--- src/rtl/matmul_pkg.sv ---
`default_nettype none
// ----------------------------------------------------------------------------
// matmul_pkg : shared types and constants for the sequential matrix multiplier
// Rev 1.0    : initial release
// ----------------------------------------------------------------------------
package matmul_pkg;

   typedef enum logic [1:0] {
      ST_IDLE  = 2'd0,
      ST_LOAD  = 2'd1,
      ST_CALC  = 2'd2,
      ST_STORE = 2'd3
   } state_t;

   localparam int c_def_elem_w = 4;
   localparam int c_def_dim    = 4;

   // Wide enough for DIM full-scale products, so the accumulator never wraps.
   function automatic int acc_width(input int elem_w, input int dim);
      return 2 * elem_w + $clog2(dim);
   endfunction

endpackage
`default_nettype wire

--- src/rtl/matmul_seq_unit_if.sv ---
`default_nettype none
// ----------------------------------------------------------------------------
// matmul_seq_unit_if : start/busy/done handshake and operand/result bus
// Rev 1.0            : initial release
// ----------------------------------------------------------------------------
interface matmul_seq_unit_if
   import matmul_pkg::*;
#(
   parameter int ELEM_W = c_def_elem_w,
   parameter int DIM    = c_def_dim
);
   logic                       start;
   logic                       sat_mode;
   logic [DIM*DIM*ELEM_W-1:0]  matrix_a;
   logic [DIM*DIM*ELEM_W-1:0]  matrix_b;
   logic                       busy;
   logic                       done;
   logic [DIM*DIM*ELEM_W-1:0]  result;
   logic                       ovf;

   modport master (
      output start, sat_mode, matrix_a, matrix_b,
      input  busy, done, result, ovf
   );

   modport slave (
      input  start, sat_mode, matrix_a, matrix_b,
      output busy, done, result, ovf
   );
endinterface
`default_nettype wire

--- src/rtl/matmul_mac.sv ---
`default_nettype none
// ----------------------------------------------------------------------------
// matmul_mac : one multiply-add step plus wrap/saturate element conversion.
//              MATMUL_SIGNED_EN selects two's complement arithmetic.
// Rev 1.0    : initial release
// ----------------------------------------------------------------------------
module matmul_mac
   import matmul_pkg::*;
#(
   parameter  int ELEM_W = c_def_elem_w,
   parameter  int DIM    = c_def_dim,
   localparam int ACC_W  = acc_width(ELEM_W, DIM)
) (
   input  wire logic [ACC_W-1:0]  acc,
   input  wire logic [ELEM_W-1:0] a,
   input  wire logic [ELEM_W-1:0] b,
   input  wire logic              sat_mode,
   output logic      [ACC_W-1:0]  acc_next,
   output logic      [ELEM_W-1:0] elem,
   output logic                   elem_ovf
);
`ifdef MATMUL_SIGNED_EN
   localparam logic signed [ACC_W-1:0] c_smax = ACC_W'((1 << (ELEM_W - 1)) - 1);
   localparam logic signed [ACC_W-1:0] c_smin = -c_smax - ACC_W'(1);

   logic signed [2*ELEM_W-1:0] w_prod;
   logic                       w_hi;
   logic                       w_lo;

   always_comb begin
      w_prod   = $signed(a) * $signed(b);
      acc_next = acc + ACC_W'(w_prod);
      w_hi     = $signed(acc_next) > c_smax;
      w_lo     = $signed(acc_next) < c_smin;
      elem_ovf = w_hi | w_lo;
      elem     = acc_next[ELEM_W-1:0];
      if (sat_mode && w_hi) begin
         elem = {1'b0, {(ELEM_W-1){1'b1}}};
      end else if (sat_mode && w_lo) begin
         elem = {1'b1, {(ELEM_W-1){1'b0}}};
      end
   end
`else
   localparam logic [ACC_W-1:0] c_umax = ACC_W'((1 << ELEM_W) - 1);

   logic [2*ELEM_W-1:0] w_prod;

   always_comb begin
      w_prod   = a * b;
      acc_next = acc + ACC_W'(w_prod);
      elem_ovf = acc_next > c_umax;
      elem     = acc_next[ELEM_W-1:0];
      if (sat_mode && elem_ovf) begin
         elem = '1;
      end
   end
`endif
endmodule
`default_nettype wire

--- src/rtl/matmul_seq_unit.sv ---
`default_nettype none
// ----------------------------------------------------------------------------
// matmul_seq_unit : sequential DIM x DIM matrix multiplier, one MAC per clock.
//                   Optional macro MATMUL_SIGNED_EN selects signed elements.
// Rev 1.0         : initial release
// ----------------------------------------------------------------------------
module matmul_seq_unit
   import matmul_pkg::*;
#(
   parameter int ELEM_W = c_def_elem_w,
   parameter int DIM    = c_def_dim
) (
   input  wire logic        clk,
   input  wire logic        rst,
   matmul_seq_unit_if.slave bus
);
   localparam int ACC_W    = acc_width(ELEM_W, DIM);
   localparam int c_idx_w  = $clog2(DIM);
   localparam int c_flat_w = DIM * DIM * ELEM_W;
   localparam logic [c_idx_w-1:0] c_last = c_idx_w'(DIM - 1);

   state_t               r_state;
   state_t               w_state_next;
   logic [c_flat_w-1:0]  r_a;
   logic [c_flat_w-1:0]  r_b;
   logic [c_flat_w-1:0]  r_buf;
   logic [c_flat_w-1:0]  r_result;
   logic                 r_sat;
   logic [c_idx_w-1:0]   r_i;
   logic [c_idx_w-1:0]   r_j;
   logic [c_idx_w-1:0]   r_k;
   logic [ACC_W-1:0]     r_acc;
   logic                 r_ovf_sticky;
   logic                 r_ovf;
   logic                 r_done;

   logic [ELEM_W-1:0]    w_a_elem;
   logic [ELEM_W-1:0]    w_b_elem;
   logic [ACC_W-1:0]     w_acc_next;
   logic [ELEM_W-1:0]    w_elem;
   logic                 w_elem_ovf;

   always_comb begin
      w_a_elem = r_a[ELEM_W * (int'(r_i) * DIM + int'(r_k)) +: ELEM_W];
      w_b_elem = r_b[ELEM_W * (int'(r_k) * DIM + int'(r_j)) +: ELEM_W];
   end

   matmul_mac #(
      .ELEM_W (ELEM_W),
      .DIM    (DIM)
   ) u_mac (
      .acc      (r_acc),
      .a        (w_a_elem),
      .b        (w_b_elem),
      .sat_mode (r_sat),
      .acc_next (w_acc_next),
      .elem     (w_elem),
      .elem_ovf (w_elem_ovf)
   );

   always_ff @(posedge clk) begin
      if (rst) begin
         r_state <= ST_IDLE;
      end else begin
         r_state <= w_state_next;
      end
   end

   always_comb begin
      w_state_next = r_state;
      case (r_state)
         ST_IDLE:  if (bus.start) w_state_next = ST_LOAD;
         ST_LOAD:  w_state_next = ST_CALC;
         ST_CALC:  if (r_i == c_last && r_j == c_last && r_k == c_last)
                      w_state_next = ST_STORE;
         ST_STORE: w_state_next = ST_IDLE;
         default:  w_state_next = ST_IDLE;
      endcase
   end

   always_ff @(posedge clk) begin
      if (rst) begin
         r_a          <= '0;
         r_b          <= '0;
         r_sat        <= 1'b0;
         r_buf        <= '0;
         r_result     <= '0;
         r_i          <= '0;
         r_j          <= '0;
         r_k          <= '0;
         r_acc        <= '0;
         r_ovf_sticky <= 1'b0;
         r_ovf        <= 1'b0;
         r_done       <= 1'b0;
      end else begin
         r_done <= 1'b0;
         case (r_state)
            ST_IDLE: begin
               if (bus.start) begin
                  r_a   <= bus.matrix_a;
                  r_b   <= bus.matrix_b;
                  r_sat <= bus.sat_mode;
               end
            end
            ST_LOAD: begin
               r_i          <= '0;
               r_j          <= '0;
               r_k          <= '0;
               r_acc        <= '0;
               r_ovf_sticky <= 1'b0;
            end
            ST_CALC: begin
               if (r_k == c_last) begin
                  // Last product of a dot product: retire the element.
                  r_buf[ELEM_W * (int'(r_i) * DIM + int'(r_j)) +: ELEM_W] <= w_elem;
                  r_ovf_sticky <= r_ovf_sticky | w_elem_ovf;
                  r_acc        <= '0;
                  r_k          <= '0;
                  if (r_j == c_last) begin
                     r_j <= '0;
                     r_i <= (r_i == c_last) ? '0 : r_i + 1'b1;
                  end else begin
                     r_j <= r_j + 1'b1;
                  end
               end else begin
                  r_acc <= w_acc_next;
                  r_k   <= r_k + 1'b1;
               end
            end
            ST_STORE: begin
               r_result <= r_buf;
               r_ovf    <= r_ovf_sticky;
               r_done   <= 1'b1;
            end
            default: ;
         endcase
      end
   end

   assign bus.busy   = (r_state != ST_IDLE);
   assign bus.done   = r_done;
   assign bus.result = r_result;
   assign bus.ovf    = r_ovf;
endmodule
`default_nettype wire

--- src/flat_wrapper.sv ---
// flat-port wrapper written by rule: the top's interface ports become plain ports
module matmul_seq_unit_flat import matmul_pkg::*;
#(
   parameter int ELEM_W = c_def_elem_w,
   parameter int DIM    = c_def_dim
)
  (clk, rst, bus_start, bus_sat_mode, bus_matrix_a, bus_matrix_b, bus_busy, bus_done, bus_result, bus_ovf);
  matmul_seq_unit_if #(.ELEM_W(ELEM_W), .DIM(DIM)) bus_i ();
  input  wire logic clk;
  input  wire logic rst;
  input wire logic [$bits(bus_i.start)-1:0] bus_start;
  input wire logic [$bits(bus_i.sat_mode)-1:0] bus_sat_mode;
  input wire logic [$bits(bus_i.matrix_a)-1:0] bus_matrix_a;
  input wire logic [$bits(bus_i.matrix_b)-1:0] bus_matrix_b;
  output wire logic [$bits(bus_i.busy)-1:0] bus_busy;
  output wire logic [$bits(bus_i.done)-1:0] bus_done;
  output wire logic [$bits(bus_i.result)-1:0] bus_result;
  output wire logic [$bits(bus_i.ovf)-1:0] bus_ovf;
  assign bus_i.start = bus_start;
  assign bus_i.sat_mode = bus_sat_mode;
  assign bus_i.matrix_a = bus_matrix_a;
  assign bus_i.matrix_b = bus_matrix_b;
  assign bus_busy = bus_i.busy;
  assign bus_done = bus_i.done;
  assign bus_result = bus_i.result;
  assign bus_ovf = bus_i.ovf;
  matmul_seq_unit #(.ELEM_W(ELEM_W), .DIM(DIM)) u_core (.clk(clk), .rst(rst), .bus(bus_i));
endmodule
--- config.mk ---
export PLATFORM = sky130hd
export DESIGN_NAME = matmul_seq_unit_flat
export DESIGN_NICKNAME = d
export VERILOG_FILES = /design/src/rtl/matmul_pkg.sv /design/src/rtl/matmul_seq_unit_if.sv /design/src/rtl/matmul_mac.sv /design/src/rtl/matmul_seq_unit.sv /design/src/flat_wrapper.sv
export SDC_FILE = /design/constraint.sdc
export NUM_CORES = 1
export LEC_CHECK = 0
export ABC_AREA = 1
export ABC_CLOCK_PERIOD_IN_PS = 7850
export CAP_MARGIN = 30
export CORE_MARGIN = 1.5
export CORE_UTILIZATION = 50
export CTS_BUF_LIST = sky130_fd_sc_hd__clkbuf_4 sky130_fd_sc_hd__clkbuf_8
export DETAILED_ROUTE_END_ITERATION = 8
export PLACE_DENSITY = 0.75
export SKIP_LAST_GASP = 1
export SLEW_MARGIN = 20
export SYNTH_ARGS = -nofsm -noshare
export SYNTH_HDL_FRONTEND = slang
export SYNTH_SLANG_ARGS = --single-unit
--- constraint.sdc ---
create_clock -name clk -period 7.85 [get_ports clk]
set_input_delay 1.57 -clock clk [delete_from_list [all_inputs] [get_ports clk]]
set_output_delay 1.57 -clock clk [all_outputs]
set_load 0.02 [all_outputs]
== Word level (Yosys, flattened, before mapping) ==
Index checks and enable logic that the tools add are counted.
Word-level totals
  bits in latches: 0
  memory bits (writable): 0
  memories: 0
  logic and storage cells: 68
  ROM bits: 0
  register bits after elaboration: 278
  output and inout bits: 67
  input port bits: 132
Cells by class
  shifts and indexed selects: 4
  eq/ne operators: 10
  $mul: 1
  add/sub/neg operators: 8
  mux-type cells: 19
  bitwise operators: 1
  $lt $le $gt $ge: 1
  reductions and logical operators: 11
  divide/modulo/power cells: 0
Operators by type and width (number)
  $shiftx A64 B32 Y4: 2
  $bwmux W64: 1
  $shift A4 B33 Y64 const A: 1
  $shiftx A4 B33 Y64: 1
  $neg A32 Y33: 1
  $pmux W10 S2: 1
  $mux W2: 8
  $add A4 B2 Y5: 3
  $pmux W2 S2: 3
  $add A10 B8 Y10: 1
  $eq A2 B2 Y1 const B: 5
  $gt A10 B4 Y1 const B: 1
  $mux W10: 1
  $mul A4 B4 Y8: 1
  $pmux W2 S4: 1
  $reduce_and A2 Y1: 4
  $add A2 B1 Y2 const B: 3
  $ne A2 B1 Y1 const B: 3
  $mux W4: 1
  $reduce_bool A2 Y1: 2
  $logic_and A1 B1 Y1: 3
  $reduce_and A3 Y1: 1
  $eq A2 B1 Y1 const B: 1
  $logic_not A2 Y1: 1
  4 further kinds: 5

== Depth between registers and ports, before layout ==
  depth in word-level cells: 9
  gate-level depth with buffers: 28

== Cells and area by module ==
From an unflattened synthesis, not the netlist that was laid out.
Unflattened totals
  cell total of the unflattened synthesis: 1703
  area total of the unflattened synthesis: 12195.4 um^2
Modules (own cells, without submodules)
  matmul_seq_unit: seq. area each 5565.3 um^2, cells each 1541, area an instance 11229.5 um^2, times used 1
  matmul_mac: seq. area each 0.0 um^2, cells each 162, area an instance 965.9 um^2, times used 1

== Worst setup path before layout ==
Ideal clock, no wire load.
  kind: register to register
  start: reg u_core.r_j[0]
  end: reg u_core.r_buf[18]
  clock period less this slack: 4.458 ns
  buffers on the path: 2
  arrival: 4.329 ns
  setup slack: 3.392 ns
  cell stages (with the launch flop): 25
  path through: dfxtp_1 -> buf_2 -> clkbuf_1 -> o21ai_0 -> o22ai_1 -> o21ai_0 -> o22ai_1 -> nand2_1 -> fa_1 -> fa_1 -> fa_1 -> inv_1 -> ha_1 -> nand2_1 -> nand3_1 -> nand2_1 -> nand2_1 -> nor2_1 -> nand2_1 -> nor2_2 -> nand2_2 -> nand2_4 -> nand2_1 -> nand3_2 -> a21oi_1
Between the ends
  longest elaborated chain between the ends: 9
  elaborated cells on any way between the ends: 12
  those cells by class: 4 x add/sub; 1 x mul; 1 x order compare; 3 x shift; 2 x mux; 1 x reduce/logical
RTL lines
  start: declaration: RTL line matmul_seq_unit.sv:30  | logic [c_idx_w-1:0] r_j;
  start signal: assignment: RTL line matmul_seq_unit.sv:123  | r_j <= r_j + 1'b1;
  $add A4 B2 Y5: RTL line matmul_seq_unit.sv:45  | w_b_elem = r_b[ELEM_W * (int'(r_k) * DIM + int'(r_j)) +: ELEM_W];
  $shiftx A64 B32 Y4: RTL line matmul_seq_unit.sv:45
  $mul A4 B4 Y8: RTL line matmul_mac.sv:49  | w_prod = a * b;
  $add A10 B8 Y10: RTL line matmul_mac.sv:50  | acc_next = acc + ACC_W'(w_prod);
  $gt A10 B4 Y1: RTL line matmul_mac.sv:51  | elem_ovf = acc_next > c_umax;
  $logic_and A1 B1 Y1: RTL line matmul_mac.sv:53  | if (sat_mode && elem_ovf) begin
  $mux W4: RTL line matmul_mac.sv:53
  $shiftx A4 B33 Y64: RTL line matmul_seq_unit.sv:115  | r_buf[ELEM_W * (int'(r_i) * DIM + int'(r_j)) +: ELEM_W] <= w_elem;
  $bwmux W64 (*): RTL line matmul_seq_unit.sv:115
  end signal: indexed assignment: RTL line matmul_seq_unit.sv:115
  end: declaration: RTL line matmul_seq_unit.sv:26  | logic [c_flat_w-1:0] r_buf;
Every way passes the cells marked *; elsewhere a longest branch is shown, timed or not.
A chain may end at the register's enable or synchronous reset.

== Final worst setup path ==
  start: reg u_core.r_j[1]
  end: reg u_core.r_buf[24]
Same word-level chain as after synthesis.

==> flow_metrics.py <==
metrics = {
    "worst_hold_path": {
        "min-delay-start": "u_core.r_buf[0]",
        "worstHoldPathType": "flip-flop to flip-flop",
        "min_to": "u_core.bus.result[0]",
        "holdPathStages": 2,
    },
    "placed_design": {
        "place.gp.congestion": 0.878,
        "place_area_um2": 14000,
        "dp_hpwl_mm": 22.1,
        "portBuffers": 198,
    },
    "clock_network": {
        "tritoncts": "done",
        "clkTransAtPathRegs_ps": 60,
        "ctsHtreeMaxLevel": 2,
        "cts-resized-gates": 0,
        "clockRootBuffer": "clkbuf_8",
        "clock_sinks": 278,
        "cts_hold_repair.buffers": 0,
        "clockBufferDepth": 3,
        "cts_buffers": 45,
        "cts_setup_buffers": 0,
        "clk_latency_ps": 560,
    },
    "synth": {
        "synth_warnings": 0,
        "ys_ff_latch": 278,
        "syn_area_per_cell_um2": 7.42,
        "synth_edf_count": 0,
        "synth.area.top_cells": "dfxtp_1 47%, nor2_1 15%, o21ai_0 14%",
        "synth_flop_cell": "dfxtp_1",
        "syn-num-nets": 1775,
        "synthCells": 1603,
        "ys_seq_area_share_pct": 46.8,
        "netlist.area_leader.share_pct": 46.8,
        "synth_area_um2": 11900,
        "post-synth-top-area-cell": "dfxtp_1",
        "synth-async-reset-ratio_pct": 0,
        "synth_cell_type_count": 35,
    },
    "die": {
        "row_count": 56,
        "io_pins": 199,
        "die_w_um": 157,
        "core_um2": 23400,
        "die_area_um2": 24700,
        "initial_utilization_pct": 50.8,
        "die_h_um": 157,
    },
    "power": {
        "sw_frac_of_total_pct": 37.5,
        "p_leak_nw": 6.42,
        "p_clk_share_pct": 27.8,
        "power.density_nw_per_um2": 335,
        "vdd_drop_max_mv": 0.165,
        "p_seq_share_pct": 36.2,
        "total_power_w": 0.00505,
        "internal-power_w": 0.00316,
        "pwr-share-comb_pct": 36.0,
        "total_switching_power_w": 0.00189,
    },
    "finish": {
        "syn_to_final_growth_pct": 26.9,
        "layout_common_cells": "468 x nor2_1, 328 x o21ai_0, 278 x dfxtp_1",
        "nets": 1931,
        "layout-drive-gt1-share_pct": 7.25,
        "postLayoutCellArea_um2": 15100,
        "diodes": 0,
        "final_common_cell": "nor2_1",
    },
    "global_routing": {
        "grtUsageTotal_pct": 25.9,
        "grt_pass1_wl_mm": 51.6,
        "grt_max_degree": 132,
        "gr-total-overflow": 0,
        "antenna_found_initial": 0,
        "grt_pass1_vias": 10400,
    },
    "critical_path": {
        "crit_path_max_fanout": 22,
        "worstSetupPathType": "flip-flop to flip-flop",
        "slowest_stage": "inv_1",
        "worstPathRequired_ps": 8330,
        "rrSetupSlack_ps": 2140,
        "r2r_start": "u_core.r_j[1]",
        "start_kind": "flip-flop",
        "r2r_cells": 24,
        "crit_chain": "inv_1, o21ai_0, o22ai_1, a21oi_1, a22oi_1, nand2_1, fa_1, fa_1, fa_1, inv_1, ha_1, nand2_1, nand2_1, nand2_1, nand3_1, nand2_1, nand2_1, nand2_1, nor2_2, nand2_2, nand2_4, nand2_4, nand3_2, a21oi_1",
        "crit_path_frequent_cell": "nand2_1",
        "cp_slowest_stage_delay_ps": 630,
        "worst_ep_arrival_time_ps": 6190,
        "critPathCaptureType": "flip-flop",
        "regToRegEndpoint": "u_core.r_buf[24]",
    },
    "drt": {
        "drt-total-wl_mm": 32.0,
        "first_iter_violations": 875,
        "wl_per_cell_um": 15.1,
        "vias_per_cell": 5.29,
        "vias": 11200,
        "ant_nets": 0,
        "drc": 0,
        "drtPass1Iterations": 6,
    },
    "timing": {
        "period_share_pct": 72.8,
        "maxSlewHeadroom_pct": 42.2,
        "fin_worst_skew_ps": 11.9,
        "finalMaxSlewViolations": 0,
        "clock.fmax_ghz": 0.175,
        "hold_slack_ps": 452,
        "finalCriticalPeriod_ps": 5710,
        "setup_viol": 0,
        "rsz0062_at_grt": "false",
        "tns_ps": 0,
        "tightest_slew_ps": 866,
        "hold_viol": 0,
    },
    "outcome": {
        "outcome": "finished, final reports clean",
    },
    "job": {
        "drv_cap": 0,
    },
}
-- final cells by class --
type                            count  area, um^2
Inverter                           85         323
Sequential cell                   278        5570
Tap cell                          319         399
Clock inverter                     16         216
Timing Repair Buffer              210        2160
Clock buffer                       64         806
Fill cell                        2059        8300
Multi-Input combinational cell   1139        5640
-- worst max-delay path by stage --
stage,startpoint,to,slack [ps],cells after the start
2_1_floorplan,u_core.r_j[0],u_core.r_buf[18],3390,24
3_3_place_gp,u_core.r_j[1],u_core.r_buf[50],2310,23
3_5_place_dp,u_core.r_j[1],u_core.r_buf[50],2180,23
4_1_cts,u_core.r_j[1],u_core.r_buf[29],2170,23
5_1_grt,u_core.r_j[1],u_core.r_buf[18],1680,23
6_report,u_core.r_j[1],u_core.r_buf[24],2140,24
-- cells in the mapped netlist (4+ instances only) --
cell type,number
nand2_4,4
nand2_1,98
o22ai_1,24
nand4_1,10
a21oi_1,95
nor2_2,7
buf_2,7
nand3_2,5
inv_1,81
o221ai_1,10
o211ai_1,6
fa_1,9
inv_2,4
nor3_1,5
o21ai_0,328
nand3_1,15
nand2_2,4
clkbuf_1,90
buf_1,4
nor2_1,468
dfxtp_1,278
ha_1,31
-- stage by stage --
stage | std cells | utilization, % | setup slack (ps)
6_report | 2111 | 64.5 | 2140
5_1_grt | 2111 | 64.5 | 1680
4_1_cts | 2106 | 64.1 | 2170
3_5_place_dp | 2026 | 59.7 | 2180
3_3_place_gp | 2025 | 59.6 | 2310
2_1_floorplan | 1603 | - | 3390
-- sequential cells by signal, indices dropped and copies added, names as in the netlist --
register             flops
u_core.bus.result       64
u_core.r_a              64
u_core.r_b              64
u_core.r_buf            64
u_core.r_acc            10
u_core.r_i               2
u_core.r_j               2
u_core.r_k               2
u_core.r_state           2
u_core.bus.done          1
u_core.bus.ovf           1
u_core.r_ovf_sticky      1
u_core.r_sat             1
-- cell families (layout without fill, tap and decap cells) --
kind of cell / after synthesis / in the layout / synth area share (%)
AOI/OAI and AO/OA: 473 / 473 / 20.9
DFF: 278 / 278 / 46.8
adders and majority gates: 40 / 40 / 4.77
xor gates and xnor gates: 1 / 1 / 0.0736
and+or+nand+nor: 625 / 625 / 21.5
buffers and inverters: 186 / 375 / 5.94
-- worst max-delay path, delay by kind of cell, from the launching register on --
| kind | cells | cell delay (ps) |
|---|---|---|
| flip-flops | 1 | 580 |
| adder cells (fa/ha/maj) | 4 | 1880 |
| buffers and inverters | 2 | 670 |
| AND/OR/NAND/NOR | 13 | 1220 |
| AO/OA/AOI/OAI | 5 | 1280 |
-- power groups by stage --
stage | combinational (W) | clock (W) | sequential, W
6_report | 0.00182 | 0.00141 | 0.00183
5_1_grt | 0.00204 | 0.00150 | 0.00186
4_1_cts | 0.00179 | 0.00142 | 0.00183
3_5_place_dp | 0.00179 | 0 | 0.00186
3_3_place_gp | 0.00175 | 0 | 0.00185
2_1_floorplan | 0.00121 | 0 | 0.00188
-- metal layers --
| layer | wire length, um | vias up | part of all wire [%] | track usage (%) |
|---|---|---|---|---|
| li1 | - | 5619 | - | - |
| met1 | 14800 | 5111 | 46 | 36.3 |
| met2 | 14300 | 371 | 45 | 40.4 |
| met3 | 2000 | 74 | 6.3 | 4.35 |
| met4 | 897 | 0 | 2.8 | 8.89 |
| met5 | 0 | - | 0 | 0 |
No activity file was read; power rests on OpenSTA's default activity.
